$ cat src/rtl/seg_data_gen.sv
// Stepping value generator for a seven-segment display: prescaled up/down/bipolar
// counter with load, pause and hold, producing sign/magnitude plus display controls.
module seg_data_gen #(
  parameter int                 CNT_MAX  = 5_000_000,
  parameter int                 DATA_MAX = 999_999,
  parameter int                 DATA_W   = 20,
  parameter int                 DIGITS   = 6,
  parameter logic [DIGITS-1:0]  POINT    = '0
) (
  input  logic              sys_clk,
  input  logic              sys_rst,
  input  logic [1:0]        mode,
  input  logic              pause,
  input  logic              load,
  input  logic [DATA_W-1:0] load_val,
  input  logic              load_sign,
  output logic [DATA_W-1:0] data,
  output logic [DIGITS-1:0] point,
  output logic              sign,
  output logic              seg_en,
  output logic              step
);

  localparam int                      CNT_W    = $clog2(CNT_MAX);
  localparam logic [CNT_W-1:0]        CNT_LAST = CNT_W'(CNT_MAX - 1);
  localparam logic [DATA_W-1:0]       DMAX     = DATA_W'(DATA_MAX);
  localparam logic signed [DATA_W:0]  VMAX     = (DATA_W + 1)'(DATA_MAX);
  localparam logic signed [DATA_W:0]  VMIN     = -VMAX;
  localparam logic signed [DATA_W:0]  ONE      = (DATA_W + 1)'(1);

  localparam logic [1:0] MODE_UP   = 2'b00;
  localparam logic [1:0] MODE_DOWN = 2'b01;
  localparam logic [1:0] MODE_BIP  = 2'b10;

  logic [CNT_W-1:0]  cnt_q, cnt_d;
  logic [DATA_W-1:0] data_q, data_d;
  logic              sign_q, sign_d;
  logic              step_q, step_d;
  logic              dir_up_q, dir_up_d;
  logic [DIGITS-1:0] point_q;
  logic              seg_en_q;

  logic [DATA_W-1:0]      load_mag;
  logic signed [DATA_W:0] v_cur, v_nxt, v_abs;
  logic                   up_move;

  always_comb begin
    cnt_d    = cnt_q;
    step_d   = 1'b0;
    data_d   = data_q;
    sign_d   = sign_q;
    dir_up_d = dir_up_q;
    load_mag = (load_val > DMAX) ? DMAX : load_val;

    // Bipolar sweep is computed in two's complement; a wrong-way dir at a bound
    // (possible after a load) still moves away from that bound.
    v_cur = {1'b0, data_q};
    if (sign_q) begin
      v_cur = -v_cur;
    end
    up_move = (dir_up_q && (v_cur != VMAX)) || (v_cur == VMIN);
    v_nxt   = up_move ? (v_cur + ONE) : (v_cur - ONE);
    v_abs   = v_nxt[DATA_W] ? -v_nxt : v_nxt;

    if (load) begin
      cnt_d  = '0;
      data_d = load_mag;
      sign_d = load_sign && (load_mag != '0);
    end else if (!pause) begin
      cnt_d  = (cnt_q == CNT_LAST) ? '0 : cnt_q + 1'b1;
      step_d = (cnt_q == CNT_LAST);
      if (step_q) begin
        case (mode)
          MODE_UP: begin
            data_d = (sign_q || data_q == DMAX) ? '0 : data_q + 1'b1;
            sign_d = 1'b0;
          end
          MODE_DOWN: begin
            if (sign_q) begin
              data_d = '0;
            end else begin
              data_d = (data_q == '0) ? DMAX : data_q - 1'b1;
            end
            sign_d = 1'b0;
          end
          MODE_BIP: begin
            data_d   = v_abs[DATA_W-1:0];
            sign_d   = v_nxt[DATA_W];
            dir_up_d = (v_nxt == VMAX) ? 1'b0 : (v_nxt == VMIN) ? 1'b1 : up_move;
          end
          default: ;
        endcase
      end
    end
  end

  always_ff @(posedge sys_clk) begin
    if (sys_rst) begin
      cnt_q    <= '0;
      data_q   <= '0;
      sign_q   <= 1'b0;
      step_q   <= 1'b0;
      dir_up_q <= 1'b1;
      point_q  <= '0;
      seg_en_q <= 1'b0;
    end else begin
      cnt_q    <= cnt_d;
      data_q   <= data_d;
      sign_q   <= sign_d;
      step_q   <= step_d;
      dir_up_q <= dir_up_d;
      point_q  <= POINT;
      seg_en_q <= 1'b1;
    end
  end

  assign data   = data_q;
  assign sign   = sign_q;
  assign step   = step_q;
  assign point  = point_q;
  assign seg_en = seg_en_q;

endmodule

$ cat config.mk
export PLATFORM = sky130hd
export DESIGN_NAME = seg_data_gen
export DESIGN_NICKNAME = d
export VERILOG_FILES = /design/src/rtl/seg_data_gen.sv
export SDC_FILE = /design/constraint.sdc
export NUM_CORES = 1
export LEC_CHECK = 0
export BUFFER_PORTS_ARGS = -buffer_cell sky130_fd_sc_hd__buf_2
export CORE_AREA = 2 2 194 101
export CTS_CLUSTER_SIZE = 8
export DETAILED_ROUTE_END_ITERATION = 8
export DIE_AREA = 0 0 196 103
export PLACE_DENSITY = 0.59
export RECOVER_POWER = 100
export SYNTH_ARGS = -nofsm -noshare
export SYNTH_HDL_FRONTEND = slang
export SYNTH_SLANG_ARGS = --single-unit
$ cat constraint.sdc
create_clock -name sys_clk -period 20.7 [get_ports sys_clk]
set_clock_uncertainty 0.15 [all_clocks]
set_input_delay 4.14 -clock sys_clk [delete_from_list [all_inputs] [get_ports sys_clk]]
set_output_delay 4.14 -clock sys_clk [all_outputs]
set_load 0.01 [all_outputs]
### Word-level counts from Yosys, hierarchy flattened

Index checks and enable logic that the tools add are counted.

| cells by class | value |
|---|---|
| add/subtract/negate cells | 7 |
| $lt $le $gt $ge | 1 |
| equal/unequal tests | 9 |
| multiplexer cells | 19 |
| bitwise operators | 2 |
| reduce and logical (&&, ||, !) cells | 16 |

Operators with widths:

| kind | number |
|---|---|
| 20-bit two-way mux | 8 |
| 21-bit equality test (second input constant) | 3 |
| 20-bit one-hot mux with 3 select lines | 1 |
| 21-bit two-way mux | 2 |
| 23-bit by 1-bit adder with 23-bit output (second input constant) | 1 |
| 23-bit equality test (second input constant) | 1 |
| 23-bit two-way mux | 1 |
| 21-bit by 2-bit adder with 21-bit output (second input constant) | 1 |
| 21-bit != test (second input constant) | 1 |
| 20-bit negator with 21-bit output | 1 |
| 21-bit by 2-bit subtractor with 21-bit output (second input constant) | 1 |
| 20-bit by 1-bit adder with 20-bit output (second input constant) | 1 |
| 20-bit equality test (second input constant) | 1 |
| 20-bit > comparator (second input constant) | 1 |
| 20-bit logical NOT | 1 |
| 20-bit negator | 1 |
| 20-bit nonzero test | 1 |
| 20-bit by 1-bit subtractor with 20-bit output (second input constant) | 1 |
| 1-bit two-way mux | 6 |
| 3-bit AND reduction | 2 |
| 4-bit AND reduction | 1 |
| 4-bit nonzero test | 1 |
| 2-bit OR reduction | 2 |
| 3-bit nonzero test | 1 |
| 10 further kinds | 13 |

| word-level totals | value |
|---|---|
| register bits | 47 |
| input bits | 27 |
| output and inout bits | 29 |
| word-level logic and storage cells | 60 |

### Longest topological paths before layout

| logic depth | value |
|---|---|
| depth in word-level cells | 12 |
| gate-level depth with buffers | 31 |
| depth with buffers taken out | 24 |

### Worst setup path after synthesis

Ideal clock, no wire load.

| path | value |
|---|---|
| path kind | register to register |
| start | register data_q[0], in the netlist data[0] |
| end | register data_q[4], in the netlist data[4] |
| library setup time | 0.130 ns |
| data arrival time | 6.589 ns |
| data required time | 20.420 ns |
| slack | 13.831 ns |
| cell stages (with the launch flop) | 31 |
| buffers on the path | 7 |
| clock period less this slack | 6.869 ns |
| cells stage by stage | dfxtp_1 -> clkbuf_1 -> inv_1 -> ha_1 -> or4b_1 -> buf_2 -> or4_1 -> clkbuf_1 -> nand2b_1 -> clkbuf_1 -> a21oi_1 -> nor4b_1 -> and3_1 -> buf_2 -> nor2_4 -> inv_2 -> ha_1 -> a211oi_1 -> a21oi_1 -> a211o_1 -> and2_1 -> clkbuf_1 -> a41oi_1 -> o311ai_0 -> nand3_1 -> a32o_1 -> clkbuf_1 -> a21oi_1 -> xor2_1 -> a2111oi_0 -> nor3_1 |

| between the ends | value |
|---|---|
| cells in the longest elaborated chain, start to end | 12 |
| elaborated cells on any way between the ends | 23 |
| those cells by class | add/sub: 6; eq/ne: 3; mux: 10; reduce/logical: 4 |

RTL lines:

| element | RTL line | text |
|---|---|---|
| from (decl) | 36 | `logic [DATA_W-1:0] data_q, data_d;` |
| from (signal assigned) | 108 | `data_q <= data_d;` |
| parallel branches: the longest is 8 deep, another holds 20-bit negator with 21-bit output | -- |  |
| 20-bit one-hot mux with 3 select lines * | 73 | `case (mode)` |
| 20-bit two-way mux * | 72 | `if (step_q) begin` |
| 20-bit two-way mux * | 69 | `end else if (!pause) begin` |
| 20-bit two-way mux * | 65 | `if (load) begin` |

Mark *: on every way between the ends. The select of a mux whose other input is x is not followed.
A chain may end at the register's enable or synchronous reset.

### Worst setup path in the final report

| path | value |
|---|---|
| start | register data_q[0], in the netlist data[0] |
| end | register data_q[12], in the netlist data[12] |

The elaborated chain is that of the path after synthesis.

==> qor.txt <==
Slew @ Worst Pin: 1.68 ns
I/O Pins: 56
FP Rows: 36
vias: 7273
CTS resizes: 0
largest net degree at the start of global routing: 37
DRT iter0 DRCs: 1032
CP Data Required Time: 20.72 ns
Antenna Nets Post-Route: 0
Critical Path Slowest Stage Cell: a32o_1
cell internal pwr: 0.192 mW
Final Instance Area: 6790 sq um
Worst Path Buf+Inv: 2
final max-slew violation count: 37
R2R depth: 23
Mapped Cells: 903
ranking of synthesized cells by area: dfxtp_1, xnor2_1, nor2_1
max incr delay on CP: 0.80 ns
RR Endpoint: data[12]$_SDFFE_PP0P_
critical path's most frequent cell: a21oi_1
Post-DP HPWL: 19.6 mm
Fmax: 0.104 GHz
share of cells above drive strength 1: 0.0796
max_slew headroom: -0.121
first-pass GRT wire length: 37.9 mm
crit path from: data[0]$_SDFFE_PP0P_
Initial Utilization: 0.339
CTS root buf: clkbuf_16
Routed WL: 24.6 mm
VDD IR max: 0.0344 mV
CP endpoint: data[12]$_SDFFE_PP0P_
die width: 196 microns
worst hold slack: 0.358 ns
H-Tree Depth: 2
Leakage: 2.46 nW
CTS tree: built
Clock Latency Late Sink: 0.30 ns
Syn Area/Cell: 7.03 sq um
clock slew at reported path FFs: 0.07 ns
Sw Ratio: 0.413
crit share post-route: 0.463
WP depth: 23
total of max-cap violations: 1
Min Clock Period, post-route: 9.58 ns
Top FF cell, synth: dfxtp_1
CP startpoint kind: register
Comb pwr share: 0.380
core area: 18700 sq um
Yosys reg bits: 47
CTS Hold Buffers Added: 0
reg-to-reg setup timing slack: 11.12 ns
post-synth top area share: 0.148
crit end category: register
failing checks: capacitance limit, slew limit
Reg2Reg Launch Point: data[0]$_SDFFE_PP0P_
synth-to-layout area growth: 6.91%
DRC violations left: 0
count of different cell masters after synthesis: 86
setup bufs post-CTS: 0
post-synthesis sequential area ratio: 0.148
Sequential Power Share: 0.321
ant diodes: 0
average routed wire per standard cell: 21.3 microns
Psw: 0.135 mW
total CTS buffers: 5
Async SR Flop Fraction: 0
Final Wtd Congestion: 1.00
FILL cells: 2023
clock group share of total power: 0.299
worst path arrival time: 9.61 ns
Syn. warnings: 0
Via density: 6.31
DRT Pass-1 Iters: 5
Setup CP Type: reg2reg
status: finished, violations left
Final setup viols: 0
CP top delay family: simple AND/OR/NAND/NOR gates
cell area after synthesis: 6350 sq um
Nets: 956
GRT Total Usage: 0.244
PD cells: 48.2 nW/um^2
total gr overflow: 0
die area: 20200 sq um
Post-synth EDFFs: 0
worst path cell trace: inv_1 -> ha_1 -> or4b_1 -> or4_1 -> nand2b_1 -> a21oi_1 -> nor4b_1 -> and3_1 -> nor2_1 -> inv_1 -> ha_1 -> a211oi_1 -> a21oi_1 -> a211o_1 -> and2_0 -> a41oi_1 -> o311ai_0 -> nand3_1 -> a32o_1 -> nor3_1 -> xor2_1 -> a21oi_1 -> a2111oi_0
Setup TNS: 0 ns
worst-path fanout max: 24
DP Area: 6680 sq um
Worst Hold Class: reg2reg
chip height: 103 microns
Fin. Hold Viols: 0
RSZ-0062 raised after global routing: false
CTS Sinks: 47
initial antenna violation count: 0
Clock Path Buffers: 2
vias in the first global route: 6381
buffers added on ports: 49
overall power: 0.328 mW
cell taking the most area after synthesis: dfxtp_1
[stage by stage]
stage                     utilization  setup slack [ns]  cells
after floorplan                     -             13.83    908
after global placement          0.357             12.27   1144
after detailed placement        0.357             11.94   1144
after CTS                       0.366             11.93   1152
after global routing            0.362             10.47   1152
final                           0.362             11.12   1152
[cell usage in the layout (no fill, tap or decap), types with 8 or more instances in the layout]
cell type	count
xor2_1	26
nor4_1	17
nor2_1	88
a2111oi_0	8
nand2_1	86
buf_2	27
or3_1	17
o21ai_0	56
inv_1	23
nor3_1	34
o221ai_1	9
and3_1	20
a211oi_1	14
nand2b_1	11
o31ai_1	10
nand3_1	28
mux2i_1	8
nand4_1	19
and2_1	9
dfxtp_1	47
o22ai_1	10
clkbuf_1	25
xnor2_1	46
nor2b_1	15
a21o_1	8
a21oi_1	58
a31oi_1	10
ha_1	24
[how the worst min path moves through the flow]
stage,start,to,cells after the start
6_report,cnt_q[13]$_SDFFE_PP0N_,cnt_q[13]$_SDFFE_PP0N_,2
5_1_grt,cnt_q[20]$_SDFFE_PP0N_,cnt_q[20]$_SDFFE_PP0N_,2
4_1_cts,cnt_q[20]$_SDFFE_PP0N_,cnt_q[20]$_SDFFE_PP0N_,2
3_5_place_dp,cnt_q[20]$_SDFFE_PP0N_,cnt_q[20]$_SDFFE_PP0N_,2
3_3_place_gp,cnt_q[22]$_SDFFE_PP0N_,cnt_q[22]$_SDFFE_PP0N_,2
2_1_floorplan,cnt_q[22]$_SDFFE_PP0N_,cnt_q[22]$_SDFFE_PP0N_,2
[flip-flops by register name, summed over array words and instances (netlist names)]
name	cells
cnt_q	23
data	20
dir_up_q	1
seg_en	1
sign	1
step	1
[area by class of cell]
type | count | area [sq um] | share of cell area
repair buffers | 55 | 251 | 0.0370
multi-input cells | 772 | 5030 | 0.741
clock buffers | 5 | 125 | 0.0184
well taps | 247 | 309 | 0.0455
clock inverters | 3 | 46.3 | 0.00682
inverters | 23 | 86.3 | 0.0127
flip-flops and latches | 47 | 941 | 0.139
[cells by family after synthesis]
| logic type | synth area share |
|---|---|
| other | 0.000590 |
| muxes | 0.0162 |
| AOI/OAI and AO/OA | 0.300 |
| adders and majority gates | 0.0504 |
| xor gates and xnor gates | 0.102 |
| DFF | 0.148 |
| buffers and inverters | 0.0591 |
| and+or+nand+nor | 0.323 |
[cells in the mapped netlist (all sizes together), types with 14 or more instances]
library cell / number
dfxtp: 47
buf: 16
nand3: 28
nor3: 35
a21oi: 58
a211oi: 14
nor2b: 15
nand4: 19
nor4: 19
and3: 20
xor2: 27
nand2: 86
or3: 19
inv: 23
xnor2: 46
clkbuf: 50
ha: 24
o21ai: 58
nor2: 88
[power groups by stage]
stage                     logic, mW  clock network [mW]  registers [mW]
after floorplan              0.0923                   0           0.100
after global placement        0.122                   0           0.106
after detailed placement      0.121                   0           0.107
after CTS                     0.121               0.100           0.104
after global routing          0.134               0.105           0.106
final                         0.125              0.0979           0.105
[layer usage]
| layer | vias to the layer above | wire length [microns] | track usage |
|---|---|---|---|
| li1 | 3388 | - | - |
| met1 | 3449 | 12400 | 0.384 |
| met2 | 422 | 8170 | 0.287 |
| met3 | 14 | 3870 | 0.119 |
| met4 | 0 | 97 | 0.0216 |
| met5 | - | 0 | 0 |
[worst register-to-register path, cell delays in order, from the launching register on]
cell	delay, ns
dfxtp_1	0.52
inv_1	0.42
ha_1	0.45
or4b_1	0.79
or4_1	0.73
nand2b_1	0.41
a21oi_1	0.23
nor4b_1	0.34
and3_1	0.42
nor2_1	0.26
inv_1	0.66
ha_1	0.42
a211oi_1	0.26
a21oi_1	0.14
a211o_1	0.35
and2_0	0.26
a41oi_1	0.59
o311ai_0	0.21
nand3_1	0.14
a32o_1	0.80
nor3_1	0.19
xor2_1	0.26
a21oi_1	0.10
a2111oi_0	0.36
(Power assumes the default switching activity.)
